==> src/rtl/tlp_rx_stream_arbiter.sv <==
// Packet-level arbiter draining two FWFT TLP-beat FIFOs into one AXI-Stream TX port.
// Whole packets are granted; filler/orphan beats are discarded and oversize packets truncated.
module tlp_rx_stream_arbiter #(
  parameter int CNT_W      = 8,
  parameter int FIXED_PRIO = 0,
  parameter int MAX_BEATS  = 514
) (
  input  logic             clk,
  input  logic             sys_rst_n,
  input  logic             arb_en,
  input  logic [71:0]      src0_dout,
  input  logic             src0_empty,
  output logic             src0_rd_en,
  input  logic [71:0]      src1_dout,
  input  logic             src1_empty,
  output logic             src1_rd_en,
  output logic [63:0]      tx_tdata,
  output logic [7:0]       tx_tkeep,
  output logic             tx_tlast,
  output logic             tx_tvalid,
  input  logic             tx_tready,
  output logic             busy,
  output logic [CNT_W-1:0] pkt_count0,
  output logic [CNT_W-1:0] pkt_count1,
  output logic [CNT_W-1:0] drop_count
);
  localparam int BC_W = $clog2(MAX_BEATS + 1);

  typedef enum logic [1:0] {ARB = 2'd0, PKT = 2'd1, SKIP = 2'd2} state_t;

  state_t           state_q, state_d;
  logic             grant_q, grant_d;
  logic             last_grant_q, last_grant_d;
  logic [BC_W-1:0]  beat_cnt_q, beat_cnt_d;
  logic [63:0]      tdata_q, tdata_d;
  logic [7:0]       tkeep_q, tkeep_d;
  logic             tlast_q, tlast_d;
  logic             tvalid_q, tvalid_d;
  logic [CNT_W-1:0] pkt_count0_q, pkt_count0_d;
  logic [CNT_W-1:0] pkt_count1_q, pkt_count1_d;
  logic [CNT_W-1:0] drop_count_q, drop_count_d;

  logic [7:0]       tag0, tag1, head_tag;
  logic [71:0]      head;
  logic             head_empty, out_free, req0, req1, sel;
  logic             disc0, disc1, pop, inc0, inc1;
  logic [1:0]       drops;
  logic [CNT_W+1:0] drop_sum;

  // Next-state, output-register and counter logic
  always_comb begin
    tag0       = src0_dout[71:64];
    tag1       = src1_dout[71:64];
    head       = grant_q ? src1_dout : src0_dout;
    head_tag   = head[71:64];
    head_empty = grant_q ? src1_empty : src0_empty;
    out_free   = !tvalid_q || tx_tready;
    req0       = !src0_empty && tag0[0];
    req1       = !src1_empty && tag1[0];
    if (FIXED_PRIO != 0) begin
      sel = !req0;
    end else if (req0 && req1) begin
      sel = !last_grant_q;
    end else begin
      sel = req1;
    end

    state_d      = state_q;
    grant_d      = grant_q;
    last_grant_d = last_grant_q;
    beat_cnt_d   = beat_cnt_q;
    tdata_d      = tdata_q;
    tkeep_d      = tkeep_q;
    tlast_d      = tlast_q;
    tvalid_d     = out_free ? 1'b0 : tvalid_q;
    disc0        = 1'b0;
    disc1        = 1'b0;
    pop          = 1'b0;
    inc0         = 1'b0;
    inc1         = 1'b0;
    drops        = 2'd0;

    case (state_q)
      ARB: begin
        if (arb_en) begin
          disc0 = !src0_empty && !tag0[0];
          disc1 = !src1_empty && !tag1[0];
          drops = {1'b0, disc0 && (tag0 != 8'd0)} + {1'b0, disc1 && (tag1 != 8'd0)};
          if (req0 || req1) begin
            grant_d    = sel;
            beat_cnt_d = '0;
            state_d    = PKT;
          end else begin
            state_d = ARB;
          end
        end else begin
          state_d = ARB;
        end
      end
      PKT: begin
        if (!head_empty && out_free) begin
          pop = 1'b1;
          if (head_tag != 8'd0) begin
            tvalid_d   = 1'b1;
            tdata_d    = head[63:0];
            tkeep_d    = {{4{head_tag[3]}}, {4{head_tag[2]}}};
            beat_cnt_d = beat_cnt_q + BC_W'(1);
            inc0       = !grant_q && (head_tag[1] || (beat_cnt_q == BC_W'(MAX_BEATS - 1)));
            inc1       = grant_q && (head_tag[1] || (beat_cnt_q == BC_W'(MAX_BEATS - 1)));
            if (head_tag[1]) begin
              tlast_d      = 1'b1;
              last_grant_d = grant_q;
              state_d      = ARB;
            end else if (beat_cnt_q == BC_W'(MAX_BEATS - 1)) begin
              // Oversize: close the packet downstream, then drain the rest in SKIP
              tlast_d = 1'b1;
              drops   = 2'd1;
              state_d = SKIP;
            end else begin
              tlast_d = 1'b0;
            end
          end else begin
            state_d = PKT;
          end
        end else begin
          state_d = PKT;
        end
      end
      SKIP: begin
        if (!head_empty) begin
          pop = 1'b1;
          if (head_tag[1]) begin
            last_grant_d = grant_q;
            state_d      = ARB;
          end else begin
            state_d = SKIP;
          end
        end else begin
          state_d = SKIP;
        end
      end
      default: state_d = ARB;
    endcase

    pkt_count0_d = pkt_count0_q + CNT_W'(inc0);
    pkt_count1_d = pkt_count1_q + CNT_W'(inc1);
    drop_sum     = {2'b00, drop_count_q} + (CNT_W + 2)'(drops);
    if (drop_sum > {2'b00, {CNT_W{1'b1}}}) begin
      drop_count_d = {CNT_W{1'b1}};
    end else begin
      drop_count_d = drop_sum[CNT_W-1:0];
    end
  end

  assign src0_rd_en = sys_rst_n && (disc0 || (pop && !grant_q));
  assign src1_rd_en = sys_rst_n && (disc1 || (pop && grant_q));

  // State and output registers
  always_ff @(posedge clk or negedge sys_rst_n) begin
    if (!sys_rst_n) begin
      state_q      <= ARB;
      grant_q      <= 1'b0;
      last_grant_q <= 1'b1;
      beat_cnt_q   <= '0;
      tdata_q      <= 64'd0;
      tkeep_q      <= 8'd0;
      tlast_q      <= 1'b0;
      tvalid_q     <= 1'b0;
      pkt_count0_q <= '0;
      pkt_count1_q <= '0;
      drop_count_q <= '0;
    end else begin
      state_q      <= state_d;
      grant_q      <= grant_d;
      last_grant_q <= last_grant_d;
      beat_cnt_q   <= beat_cnt_d;
      tdata_q      <= tdata_d;
      tkeep_q      <= tkeep_d;
      tlast_q      <= tlast_d;
      tvalid_q     <= tvalid_d;
      pkt_count0_q <= pkt_count0_d;
      pkt_count1_q <= pkt_count1_d;
      drop_count_q <= drop_count_d;
    end
  end

  assign tx_tdata   = tdata_q;
  assign tx_tkeep   = tkeep_q;
  assign tx_tlast   = tlast_q;
  assign tx_tvalid  = tvalid_q;
  assign busy       = (state_q != ARB);
  assign pkt_count0 = pkt_count0_q;
  assign pkt_count1 = pkt_count1_q;
  assign drop_count = drop_count_q;
endmodule
==> config.mk <==
export PLATFORM = sky130hd
export DESIGN_NAME = tlp_rx_stream_arbiter
export DESIGN_NICKNAME = d
export VERILOG_FILES = /design/src/rtl/tlp_rx_stream_arbiter.sv
export SDC_FILE = /design/constraint.sdc
export NUM_CORES = 1
export LEC_CHECK = 0
export CORE_MARGIN = 5
export CORE_UTILIZATION = 25
export CTS_CLUSTER_SIZE = 8
export DETAILED_ROUTE_END_ITERATION = 10
export SLEW_MARGIN = 30
export SYNTH_ARGS = -nofsm -noshare
export SYNTH_HDL_FRONTEND = slang
export SYNTH_SLANG_ARGS = --single-unit
export TNS_END_PERCENT = 1
==> constraint.sdc <==
create_clock -name clk -period 3.65 [get_ports clk]
set_input_delay 0.5475 -clock clk [delete_from_list [all_inputs] [get_ports clk]]
set_output_delay 0.5475 -clock clk [all_outputs]
set_load 0.03 [all_outputs]
==> After elaboration in Yosys (flattened, before gate mapping) <==
Cells that the tools add are included.
{ "classes": {"n_addsub": 5, "n_lt_le_gt_ge": 1, "n_eq_ne": 9, "mux": 48, "n_reduce_logical": 38} }
{ "op_table": {"columns": ["op", "count"], "rows": [
  ["$mux W72", 1],
  ["$mux W10", 4],
  ["$mux W1", 29],
  ["$reduce_bool A8 Y1", 3],
  ["$pmux W10 S2", 1],
  ["$add A8 B1 Y8", 2],
  ["$mux W2", 8],
  ["$logic_and A1 B1 Y1", 14],
  ["$add A10 B1 Y10 const B", 1],
  ["$eq A10 B10 Y1 const B", 1],
  ["$ne A2 B2 Y1 const B", 5],
  ["$add A8 B2 Y9", 1],
  ["$gt A9 B8 Y1 const B", 1],
  ["$logic_not A1 Y1", 8],
  ["$mux W8", 1],
  ["$pmux W2 S3", 1],
  ["$reduce_and A3 Y1", 2],
  ["$reduce_bool A2 Y1", 3],
  ["$logic_or A1 B1 Y1", 5],
  ["$ne A5 B5 Y1 const B", 1],
  ["$reduce_and A5 Y1", 1],
  ["$pmux W1 S2", 2],
  ["$pmux W2 S2", 1],
  ["$reduce_and A4 Y1", 1],
  ["4 further kinds", 4]
]} }
{ "word_totals": {"ff_bits": 109, "input_bits": 150, "output_inout_bits": 101, "word_cells": 112} }

==> Longest topological paths before layout <==
{ "logic_depth": {"depth_word": 9, "mapped_depth": 13, "mapped_depth_nobuf": 11} }

==> Worst setup path after synthesis <==
No wires, ideal clock.
{ "synth_timing": {"kind": "input-to-reg", "startpoint": "input port src1_dout[68]", "endpoint": "register drop_count_q[7] (netlist: drop_count[7])", "setup_ps": 125, "t_arrival_ps": 2738, "t_required_ps": 3525, "path_slack_ps": 787, "cell_stages": 10, "n_path_buf": 2, "cell_sequence": "nor4_2 > mux2i_1 > o2111a_1 > buf_4 > buf_6 > a32o_1 > ha_1 > fa_1 > nand2b_1 > mux2_2"} }
{ "synth_via": {"elab_chain_cells": 8, "elab_cells_between_ends": 12, "cone_classes": "add/sub (2); order compare (1); mux (6); reduce/logical (3)"} }
{ "synth_rtl": {"columns": ["element", "line_no", "rtl"], "rows": [
  ["start: declaration", "14", "input logic [71:0] src1_dout,"],
  ["$mux W72 or $reduce_bool A8 Y1 (tied branches)", "54, 88", null],
  ["$reduce_bool A8 Y1 or $logic_and A1 B1 Y1 (tied branches)", "103, 88", null],
  ["$mux W1 or $add A1 B1 Y2 (tied branches)", "103, 88", null],
  ["$mux W1 or $mux W2 (tied branches)", "101, 85", null],
  ["$pmux W2 S2 *", "83", "case (state_q)"],
  ["$add A8 B2 Y9 *", "147", "drop_sum = {2'b00, drop_count_q} + (CNT_W + 2)'(drops);"],
  ["$gt A9 B8 Y1", "148", "if (drop_sum > {2'b00, {CNT_W{1'b1}}}) begin"],
  ["$mux W8 *", "148", null],
  ["via drop_count_d[7]", "41", "logic [CNT_W-1:0] drop_count_q, drop_count_d;"],
  ["end signal: assignment", "183", "drop_count_q <= drop_count_d;"],
  ["end: declaration", "41", null]
]} }
Mark *: on every way through the listed nets, which the timed path passes. The rest lies on a longest branch.
A chain may end at the register's enable or synchronous reset.

==> Worst setup path in the final report <==
{ "layout_timing": {"startpoint": "input port tx_tready", "endpoint": "output port src1_rd_en"} }
{ "layout_via": {"elab_chain_cells": 7} }
{ "layout_rtl": {"columns": ["element", "line_no", "rtl"], "rows": [
  ["start: declaration", "21", "input logic tx_tready,"],
  ["$logic_or A1 B1 Y1", "57", "out_free = !tvalid_q || tx_tready;"],
  ["$logic_and A1 B1 Y1", "101", "if (!head_empty && out_free) begin"],
  ["$mux W1", "101", null],
  ["$pmux W1 S2", "83", null],
  ["$logic_and A1 B1 Y1", "156", "assign src1_rd_en = sys_rst_n && (disc1 || (pop && grant_q));"],
  ["$logic_or A1 B1 Y1", "156", null],
  ["$logic_and A1 B1 Y1", "156", null],
  ["end: declaration", "16", "output logic src1_rd_en,"]
]} }
Every way passes these cells.

==> flow_metrics.env <==
export IMPL_antenna_cells=0
export IMPL_cts_root_buf="clkbuf_16"
export IMPL_max_freq_mhz=337
export IMPL_slew_violations=0
export IMPL_cp_common_cell="clkdlybuf4s50_1"
export IMPL_rr_startpoint="grant_q"
export IMPL_reg2regPathDepth=8
export IMPL_ir_drop_uv=261
export IMPL_post_cts_buffers=0
export IMPL_post_cts_resized=0
export IMPL_initial_core_util_pct=25.5
export IMPL_cts_hold_buffers_added=0
export IMPL_critPathArrivalTime_ns=2.42
export IMPL_worst_pin_slew_ns=0.785
export IMPL_port_buffers=250
export IMPL_layout_common_cells="249 x clkdlybuf4s50_1, 104 x dfrtp_1, 75 x nor2_1, 75 x a21oi_1, 71 x mux2i_1"
export IMPL_max_cap_viol_count=0
export IMPL_drc=0
export IMPL_dp_hpwl_mm=12.2
export IMPL_clock_sinks=106
export IMPL_cp_max_fo=5
export IMPL_die_h_um=157
export IMPL_row_count=53
export IMPL_place_ws_ns=0.355
export IMPL_drtIter0Drc=191
export IMPL_die_area_mm2=0.0246
export IMPL_die_x_um=157
export IMPL_final_common_cell="clkdlybuf4s50_1"
export IMPL_whs_ns=0.316
export IMPL_synth_ff_type="dfrtp_1"
export IMPL_syn_instance_count=517
export IMPL_fp_coreArea_mm2=0.0211
export IMPL_crit_path_start="tx_tready"
export IMPL_timing_final_ws_setup_ns=0.685
export IMPL_synth_distinct_cells=50
export IMPL_final_layout_size_suffix_gt1_share_pct=4.91
export IMPL_via_count=4565
export IMPL_yosysWarnings=0
export IMPL_grt_max_degree=143
export IMPL_synth_fp_nets=681
export IMPL_worst_setup_path_type="input port to primary output"
export IMPL_groute_usage_overall_pct=12.5
export IMPL_min_period_ns=2.97
export IMPL_final_setup_viol_count=0
export IMPL_slowest_stage="clkdlybuf4s50_1"
export IMPL_grt_pass1_wl_mm=24.5
export IMPL_avgSynthCellArea_um2=10.4
export IMPL_grt_pass1_vias=4663
export IMPL_skew_ns=0.0116
export IMPL_cts_inserted_buffers=9
export IMPL_tns_ns=0
export IMPL_dr_pass1_iters=4
export IMPL_worst_r2r_setup_slack_ns=1.02
export IMPL_cts_tree="done"
export IMPL_ant_nets=0
export IMPL_cp_end_kind="primary output"
export IMPL_outcome="completed"
export IMPL_synth_seq_area_share_pct=49.3
export IMPL_crit_chain="clkdlybuf4s50_1 > nand2b_1 > a21oi_1 > nor3b_1 > o21a_1 > clkdlybuf4s50_1"
export IMPL_synth_seq_cells=106
export IMPL_synth_edff_count=0
export IMPL_io_pins=251
export IMPL_synth_area_mm2=0.00538
export IMPL_finalCritPeriodShare_pct=81.2
export IMPL_vias_per_cell=4.44
export IMPL_htree_levels=3
export IMPL_antenna_found_initial=0
export IMPL_cpPeakStageDelay_ns=0.66
export IMPL_routed_wirelength_mm=16.1
export IMPL_gr_total_overflow=0
export IMPL_cp_required_ns=3.10
export IMPL_p_leak_nw=3.33
export IMPL_startpoint_type="input port"
export IMPL_clk_pin_slew_ns=0.07
export IMPL_nNetsFinal=912
export IMPL_hold_viol_final=0
export IMPL_wl_per_cell_um=15.6
export IMPL_timing_rr_end="drop_count[7]"
export IMPL_clock_path_buffers=2
export IMPL_area_growth_syn_to_layout_pct=55.1
export IMPL_min_path_type="input port to asynchronous set/reset pin"
export IMPL_synthArstFlopShare_pct=100
export IMPL_slew_headroom_pct=47.7
export IMPL_clk_latency_ns=0.35
export IMPL_rsz0062_at_grt="false"
export IMPL_setup_worst_path_end="src1_rd_en"
export IMPL_routabilityCongestion=0.754
export IMPL_p_per_area_mw_per_mm2=747
-- cell type report --
cell class	instances	area, um2
fillers	2120	12700
flip-flops and latches	106	2660
repair buffers	255	2550
multi-input cells	367	2460
well taps	275	344
clock buffers	11	253
clock inverters	5	43.8
inverters	9	33.8
-- per-stage QoR --
stage | cells | util [%] | total power [W] | area, um2
after CTS | 1028 | 39.6 | 0.00636 | 8350
after detailed placement | 1012 | 38.2 | 0.00534 | 8050
final | 1028 | 39.6 | 0.00624 | 8350
after floorplan | 517 | - | 0.00397 | 5380
after global placement | 1012 | 38.2 | 0.00529 | 8050
after global routing | 1028 | 39.6 | 0.00665 | 8350
-- layer usage --
metal | up-vias | share of wire (%) | track usage [%] | routed length (um)
met5 | - | 0 | 0 | 0
met3 | 14 | 6.5 | 3.54 | 1040
met4 | 0 | 1.1 | 3.22 | 178
li1 | 2273 | - | - | -
met2 | 123 | 51 | 22.2 | 8180
met1 | 2155 | 41 | 14.9 | 6660
-- Yosys cell counts, types with 9 or more instances --
master / n / area share, %
nand2_1: 19 / 1.3
mux2i_1: 71 / 13
buf_4: 9 / 1.3
buf_2: 9 / 0.84
nor2_1: 75 / 5.2
clkbuf_1: 9 / 0.63
xnor2_1: 9 / 1.5
inv_1: 9 / 0.63
nand3_1: 24 / 2.2
a21oi_1: 75 / 7.0
dfrtp_1: 105 / 49
ha_1: 13 / 3.0
-- cells by family (layout without fill, tap and decap cells) --
family,Yosys count,count (layout),synth area share (%)
and+or+nand+nor,163,163,14.7
muxes,76,76,14.5
AOI/OAI and AO/OA,100,100,10.7
buffers and inverters,44,280,5.09
DFF,106,106,49.3
xor gates and xnor gates,14,14,2.28
adders and majority gates,14,14,3.39
-- where the power goes --
group / leakage [nW] / internal [W] / switching [W]
clock: 0.147 / 0.000511 / 0.000472
combinational: 1.94 / 0.00139 / 0.00190
sequential: 1.25 / 0.00165 / 0.000306
total: 3.33 / 0.00355 / 0.00268
-- worst max-delay path: cells and delay by family --
kind / cells / cell delay, ns
buffers and inverters: 2 / 1.11
AOI/OAI and AO/OA: 2 / 0.26
and+or+nand+nor: 2 / 0.49
-- state kept, by name, summed over array words and instances (netlist names) --
register,count
tx_tdata,64
tx_tkeep,2
tx_tlast,1
pkt_count0,8
beat_cnt_q,10
last_grant_q,1
pkt_count1,8
state_q,2
drop_count,8
tx_tvalid,1
grant_q,1
-- worst min-delay path by stage --
stage	start	endpoint	slack, ns	cells past startpoint
after global routing	sys_rst_n	drop_count[6]	0.37	2
after floorplan	sys_rst_n	beat_cnt_q[0]	0.25	0
after detailed placement	pkt_count1[7]	pkt_count1[7]	0.46	1
after CTS	sys_rst_n	tx_tdata[43]	0.47	2
after global placement	pkt_count0[7]	pkt_count0[7]	0.46	1
final	sys_rst_n	drop_count[4]	0.32	2
Note: power is estimated with default switching activity, not from simulation.
